**config.mk**
```make
export PLATFORM = sky130hd
export DESIGN_NAME = fifo_packet_reader
export DESIGN_NICKNAME = d
export VERILOG_FILES = /design/src/rtl/fifo_packet_reader.sv
export SDC_FILE = /design/constraint.sdc
export NUM_CORES = 1
export LEC_CHECK = 0
export CAP_MARGIN = 10
export CORE_ASPECT_RATIO = 1.75
export CORE_MARGIN = 4
export CORE_UTILIZATION = 58
export CTS_BUF_LIST = sky130_fd_sc_hd__clkbuf_4
export DETAILED_ROUTE_END_ITERATION = 10
export PLACE_DENSITY = 0.95
export SLEW_MARGIN = 20
export SYNTH_ARGS = -nofsm -noshare
export SYNTH_HDL_FRONTEND = slang
export SYNTH_SLANG_ARGS = --single-unit
```
**constraint.sdc**
```tcl
create_clock -name clk -period 6.8 [get_ports clk]
set_clock_uncertainty 0.2 [all_clocks]
set_input_delay 1.36 -clock clk [delete_from_list [all_inputs] [get_ports clk]]
set_output_delay 1.36 -clock clk [all_outputs]
set_load 0.01 [all_outputs]
```
**src/rtl/fifo_packet_reader.sv**
```systemverilog
// Drains length-prefixed packets from a first-word-fall-through FIFO and
// presents the payload as a valid/ready stream through a 2-entry buffer.
module fifo_packet_reader #(
  parameter int DATA_WIDTH = 32,
  parameter int LEN_WIDTH  = 16
) (
  input  logic                  clk,
  input  logic                  rst,
  input  logic [DATA_WIDTH-1:0] fifo_rdata,
  input  logic                  fifo_rvalid,
  output logic                  fifo_ren,
  output logic [DATA_WIDTH-1:0] m_tdata,
  output logic                  m_tvalid,
  input  logic                  m_tready,
  output logic                  m_tlast,
  output logic                  zero_len,
  output logic [31:0]           pkt_count
);

  typedef enum logic {HDR, PAY} state_t;

  state_t                state;
  logic [LEN_WIDTH-1:0]  remaining;
  logic [1:0]            buf_count;
  logic [DATA_WIDTH-1:0] buf_data [2];
  logic [1:0]            buf_last;

  logic                  push;
  logic                  pop;
  logic                  wr_idx;
  logic [LEN_WIDTH-1:0]  hdr_len;

  assign hdr_len = fifo_rdata[LEN_WIDTH-1:0];

  // Only registered state gates the pop, so m_tready never reaches fifo_ren.
  assign fifo_ren = !rst && fifo_rvalid && ((state == HDR) || (buf_count != 2'd2));
  assign push     = fifo_ren && (state == PAY);
  assign pop      = m_tvalid && m_tready;

  // A same-cycle pop shifts the tail down, so the new word lands one slot lower.
  assign wr_idx   = pop ? (buf_count == 2'd2) : (buf_count == 2'd1);

  assign m_tvalid = (buf_count != 2'd0);
  assign m_tdata  = buf_data[0];
  assign m_tlast  = buf_last[0];

  always_ff @(posedge clk) begin
    if (rst) begin
      state       <= HDR;
      remaining   <= '0;
      buf_count   <= 2'd0;
      buf_data[0] <= '0;
      buf_data[1] <= '0;
      buf_last    <= 2'b00;
      zero_len    <= 1'b0;
      pkt_count   <= 32'd0;
    end else begin
      if (fifo_ren) begin
        unique case (state)
          HDR: begin
            if (hdr_len == '0) begin
              zero_len <= 1'b1;
            end else begin
              remaining <= hdr_len;
              state     <= PAY;
            end
          end
          PAY: begin
            remaining <= remaining - 1'b1;
            if (remaining == LEN_WIDTH'(1)) state <= HDR;
          end
          default: state <= HDR;
        endcase
      end

      if (pop) begin
        buf_data[0] <= buf_data[1];
        buf_last[0] <= buf_last[1];
        if (m_tlast) pkt_count <= pkt_count + 32'd1;
      end

      if (push) begin
        buf_data[wr_idx] <= fifo_rdata;
        buf_last[wr_idx] <= (remaining == LEN_WIDTH'(1));
      end

      unique case ({push, pop})
        2'b10:   buf_count <= buf_count + 2'd1;
        2'b01:   buf_count <= buf_count - 2'd1;
        default: buf_count <= buf_count;
      endcase
    end
  end

endmodule

```
# After elaboration in Yosys (flattened, before gate mapping)
# Memories as Yosys holds them, arrays and structs flattened.
# Index checks and enable logic that the tools add are counted.
# op_classes
div_mod_pow,0
add_sub_neg,4
bitwise_logic,2
reduce_logical,14
n_lt_le_gt_ge,2
n_eq_ne,7
shift,0
muxes,25
n_mul,0
# ops
op,n
32-bit two-way mux,2
"32-bit by 1-bit adder with 32-bit output, second input constant",1
16-bit case mux with 2 select lines,1
32-bit OR reduction,1
1-bit two-way mux,17
"16-bit by 1-bit equality test with 1-bit output, second input constant",1
16-bit zero test,1
16-bit two-way mux,1
"16-bit by 1-bit subtractor with 16-bit output, second input constant",1
1-bit logical AND,5
"2-bit by 1-bit equality test with 1-bit output, second input constant",2
"2-bit equality test, second input constant",2
"2-bit inequality test, second input constant",2
2-bit case mux with 2 select lines,1
2-bit AND reduction,2
2-bit nonzero test,2
3-bit AND reduction,1
"2-bit by 1-bit adder with 2-bit output, second input constant",1
2-bit bitwise mux,1
"1-bit by 2-bit < comparator with 1-bit output, second input constant",1
1-bit case mux with 2 select lines,1
"2-bit by 1-bit subtractor with 2-bit output, second input constant",1
1-bit demux with 1-bit select,1
"1-bit greater-or-equal comparator, second input constant",1
4 further kinds,4
# totals
word_cells,62
ff_bits,54
mem_count,1
latch_bits,0
in_bits,36
out_inout_bits,68
romBits,0
mem_bits_rw,64
# mem_list
memory,words,word_bits,read_ports,rd_ports_with_merged_regs,wr,line_no,rtl
buf_data,2,32,2,0,2,25,logic [DATA_WIDTH-1:0] buf_data [2];

# Depth between registers and ports, before layout
# logic_depth
ltp_word,9
mapped_depth,10
ltp_nobuf,7

# Worst setup path after synthesis
# No wires, ideal clock.
# synth_timing
kind,input -> register
from,in m_tready
to,mem buf_data[0][0] (enable)
stages,6
t_arrival_ps,3168
slack_ps,3042
path_buffers,2
setup_ps,390
path_cell_list,nor2b_1 buf_2 mux2i_2 nor2b_1 buf_2 or3_1
# synth_rtl
element,line_no,rtl
"start, declared",14,"input logic m_tready,"
"end, declared",25,

# Worst setup path after layout
# layout_timing
from,in rst
to,out fifo_ren
# layout_between
elab_chain_len,3
# layout_lines
element,line_no,rtl
"start, declared",8,"input logic rst,"
1-bit zero test,36,assign fifo_ren = !rst && fifo_rvalid && ((state == HDR) || (buf_count != 2'd2));
1-bit logical AND (2 in series),36,
"end, declared",11,"output logic fifo_ren,"
# Every way passes these cells.

==> metrics.txt <==
Routed Antenna Nets 0; H-Tree Level Count 4; syn_nets 609; Achievable Freq 212 MHz; Final min period 4.73 ns; clk buf depth 2; asr flop ratio synth 0%; met3 wire len 1.04 mm; Post-synth EDFFs 64; RSZ-0062 raised after global routing no; register area share after synthesis 53.8%; Clk Latency, worst-skew pair 0.52 ns; pwr dens 244 mW/mm^2; Post-Layout Cell Count 795; worst path arrival time 3.17 ns; pin count of the biggest net entering global routing 67; Metal-1 WL 4.82 mm; post-route setup TNS 0 ns; Worst VDD drop 152 uV; final slew viol count 0; area grow syn2layout 25.0%; fraction of layout cells with a size suffix above 1 8.48%; DR top layer met4; CTS hold repair buffers 0; met2 wire length 6.96 mm; Die X 82.1 um; Post-Route WL 13.2 mm; Yosys warnings 0; Req. time, crit path 5.24 ns; global placer's final weighted congestion 0.881; total power 1.70 mW; vias in the first global route 4530; vias 4638; # Max-Cap Violations 0; worst hold path class reg2reg; CTS Buf Count 17; fin nets 702; Crit Path Class in2out; WHS 0.287 ns; peak fanout along the critical path 58; CTS tree built; Residual DRC 0; Finished Cell Area 0.00697 mm^2; die footprint 0.0113 mm^2; top_reg_cell synth edfxtp_1; synthesized instance count 566; final worst-path cycle share 69.5%; first-pass GRT wire length 21.6 mm; Clock Tree Root clkbuf_4; TritonRoute pass-1 iters 5; vias per std cell 5.83; final hold violations 0; status finished, final reports clean; Die Y 138 um; Worst setup SP type input pin; Core Util, Final 74.1%; GRT Total Usage 25.1%; syn_area_per_cell 9.86 um^2; Slew headroom 30.3%; floorplan row count 47; fill count 634; Post-Place Cells 762; Initial Util 59.3%; Netlist cell types 53; initial antenna violation count 1; Mapped Area 0.00558 mm^2; leakage 2.47 nW; Least-Margin Pin Slew 1.05 ns; Setup WS pre-CTS 2.08 ns; Crit. End Element output pin; IO buf count 103; post-DR wirelength/cell 16.6 um; HPWL Detailed 9.17 mm; Setup Buffers After CTS 0; final setup violation count 0; Core Region 0.00941 mm^2; 1st-iter DRT viols 314; # clock sinks 118; post-route setup slack 2.07 ns; FF+latch count, synth 118; io pins 104; post-CTS sizing 0; aggregate global routing overflow 0; Reg clk slew, reported paths 0.10 ns; placed cell areas 0.00665 mm^2
state kept, by name, summed over array words and instances (netlist names):
name	flops
buf_data	64
pkt_count	32
remaining	16
buf_count	2
buf_last	2
state	1
zero_len	1
synthesized netlist by cell type (2+ instances only):
| library cell | count | share of area, % |
|---|---|---|
| a211oi_1 | 2 | 0.27 |
| a21boi_0 | 3 | 0.40 |
| a21oi_1 | 18 | 1.6 |
| a31oi_1 | 5 | 0.56 |
| and2_1 | 31 | 3.5 |
| and3_1 | 3 | 0.34 |
| and3_2 | 2 | 0.27 |
| and4_1 | 6 | 0.94 |
| buf_2 | 8 | 0.72 |
| buf_4 | 4 | 0.54 |
| clkbuf_1 | 21 | 1.4 |
| dfxtp_1 | 54 | 19 |
| edfxtp_1 | 64 | 34 |
| ha_1 | 7 | 1.6 |
| inv_1 | 18 | 1.2 |
| mux2_2 | 3 | 0.61 |
| mux2i_1 | 5 | 0.90 |
| nand2_1 | 92 | 6.2 |
| nand3_1 | 11 | 0.99 |
| nand4_1 | 15 | 1.7 |
| nand4_4 | 2 | 0.76 |
| nor2_1 | 44 | 3.0 |
| nor2b_1 | 11 | 1.2 |
| nor3_1 | 12 | 1.1 |
| nor4_1 | 11 | 1.2 |
| o21ai_0 | 43 | 3.9 |
| o22ai_1 | 4 | 0.45 |
| o31a_1 | 5 | 0.78 |
| o32ai_1 | 6 | 0.94 |
| or3_1 | 3 | 0.34 |
| or4_1 | 2 | 0.27 |
| xnor2_1 | 9 | 1.4 |
| xor2_1 | 22 | 3.5 |
worst max-delay path: stages:
cell and delay (ns):
buf_2 0.43, nor2b_1 0.29, a21boi_1 0.42, clkdlybuf4s50_1 0.65
final timing paths:
check          startpoint              to  slack (ns)  cells past startpoint
max reg2reg  buf_count[0]  buf_data[0][0]        3.34                      8
min           buf_last[1]     buf_last[1]        0.29                      2
min reg2reg   buf_last[1]     buf_last[1]        0.29                      2
max                   rst        fifo_ren        2.07                      4
cells by family after synthesis:
| family | Yosys count | synth area share, % |
|---|---|---|
| xor gates and xnor gates | 31 | 4.87 |
| AOI/OAI and AO/OA | 93 | 10.1 |
| muxes | 9 | 1.75 |
| DFF | 118 | 53.8 |
| adders and majority gates | 7 | 1.57 |
| buffers and inverters | 52 | 3.95 |
| and+or+nand+nor | 256 | 23.9 |
cell type report:
class	instances	area (um^2)	area share, %
Timing Repair Buffer	108	1060	15.2
Clock buffer	18	135	1.94
Sequential cell	118	3000	43.1
Multi-Input combinational cell	396	2370	33.9
Tap cell	122	153	2.19
Clock inverter	14	183	2.62
Inverter	18	67.6	0.969
Antenna cell	1	2.50	0.0359
power by group:
part | internal, mW | switching (mW)
logic | 0.144 | 0.163
registers | 0.818 | 0.0230
clock network | 0.293 | 0.262
total | 1.26 | 0.448
layer usage:
metal	global-route usage [%]	vias up
met1	27.6	2181
li1	-	2186
met3	7.72	39
met2	43.9	232
met5	0	-
met4	10.7	0
cell usage in the layout (no fill, tap or decap), types with 5 or more instances in the layout:
cell / instances
nor4_1: 11
o32ai_1: 6
nor3_1: 12
clkdlybuf4s50_1: 102
a21oi_1: 18
dfxtp_1: 54
buf_4: 5
a31oi_1: 5
nand2_1: 92
nor2_1: 44
nand3_1: 11
xor2_1: 22
xnor2_1: 9
clkbuf_4: 18
inv_1: 18
and4_1: 6
and2_1: 31
clkinv_2: 5
nand4_1: 15
o21ai_0: 43
mux2i_1: 5
o31a_1: 5
ha_1: 7
nor2b_1: 9
edfxtp_1: 64
(Power assumes the default switching activity.)
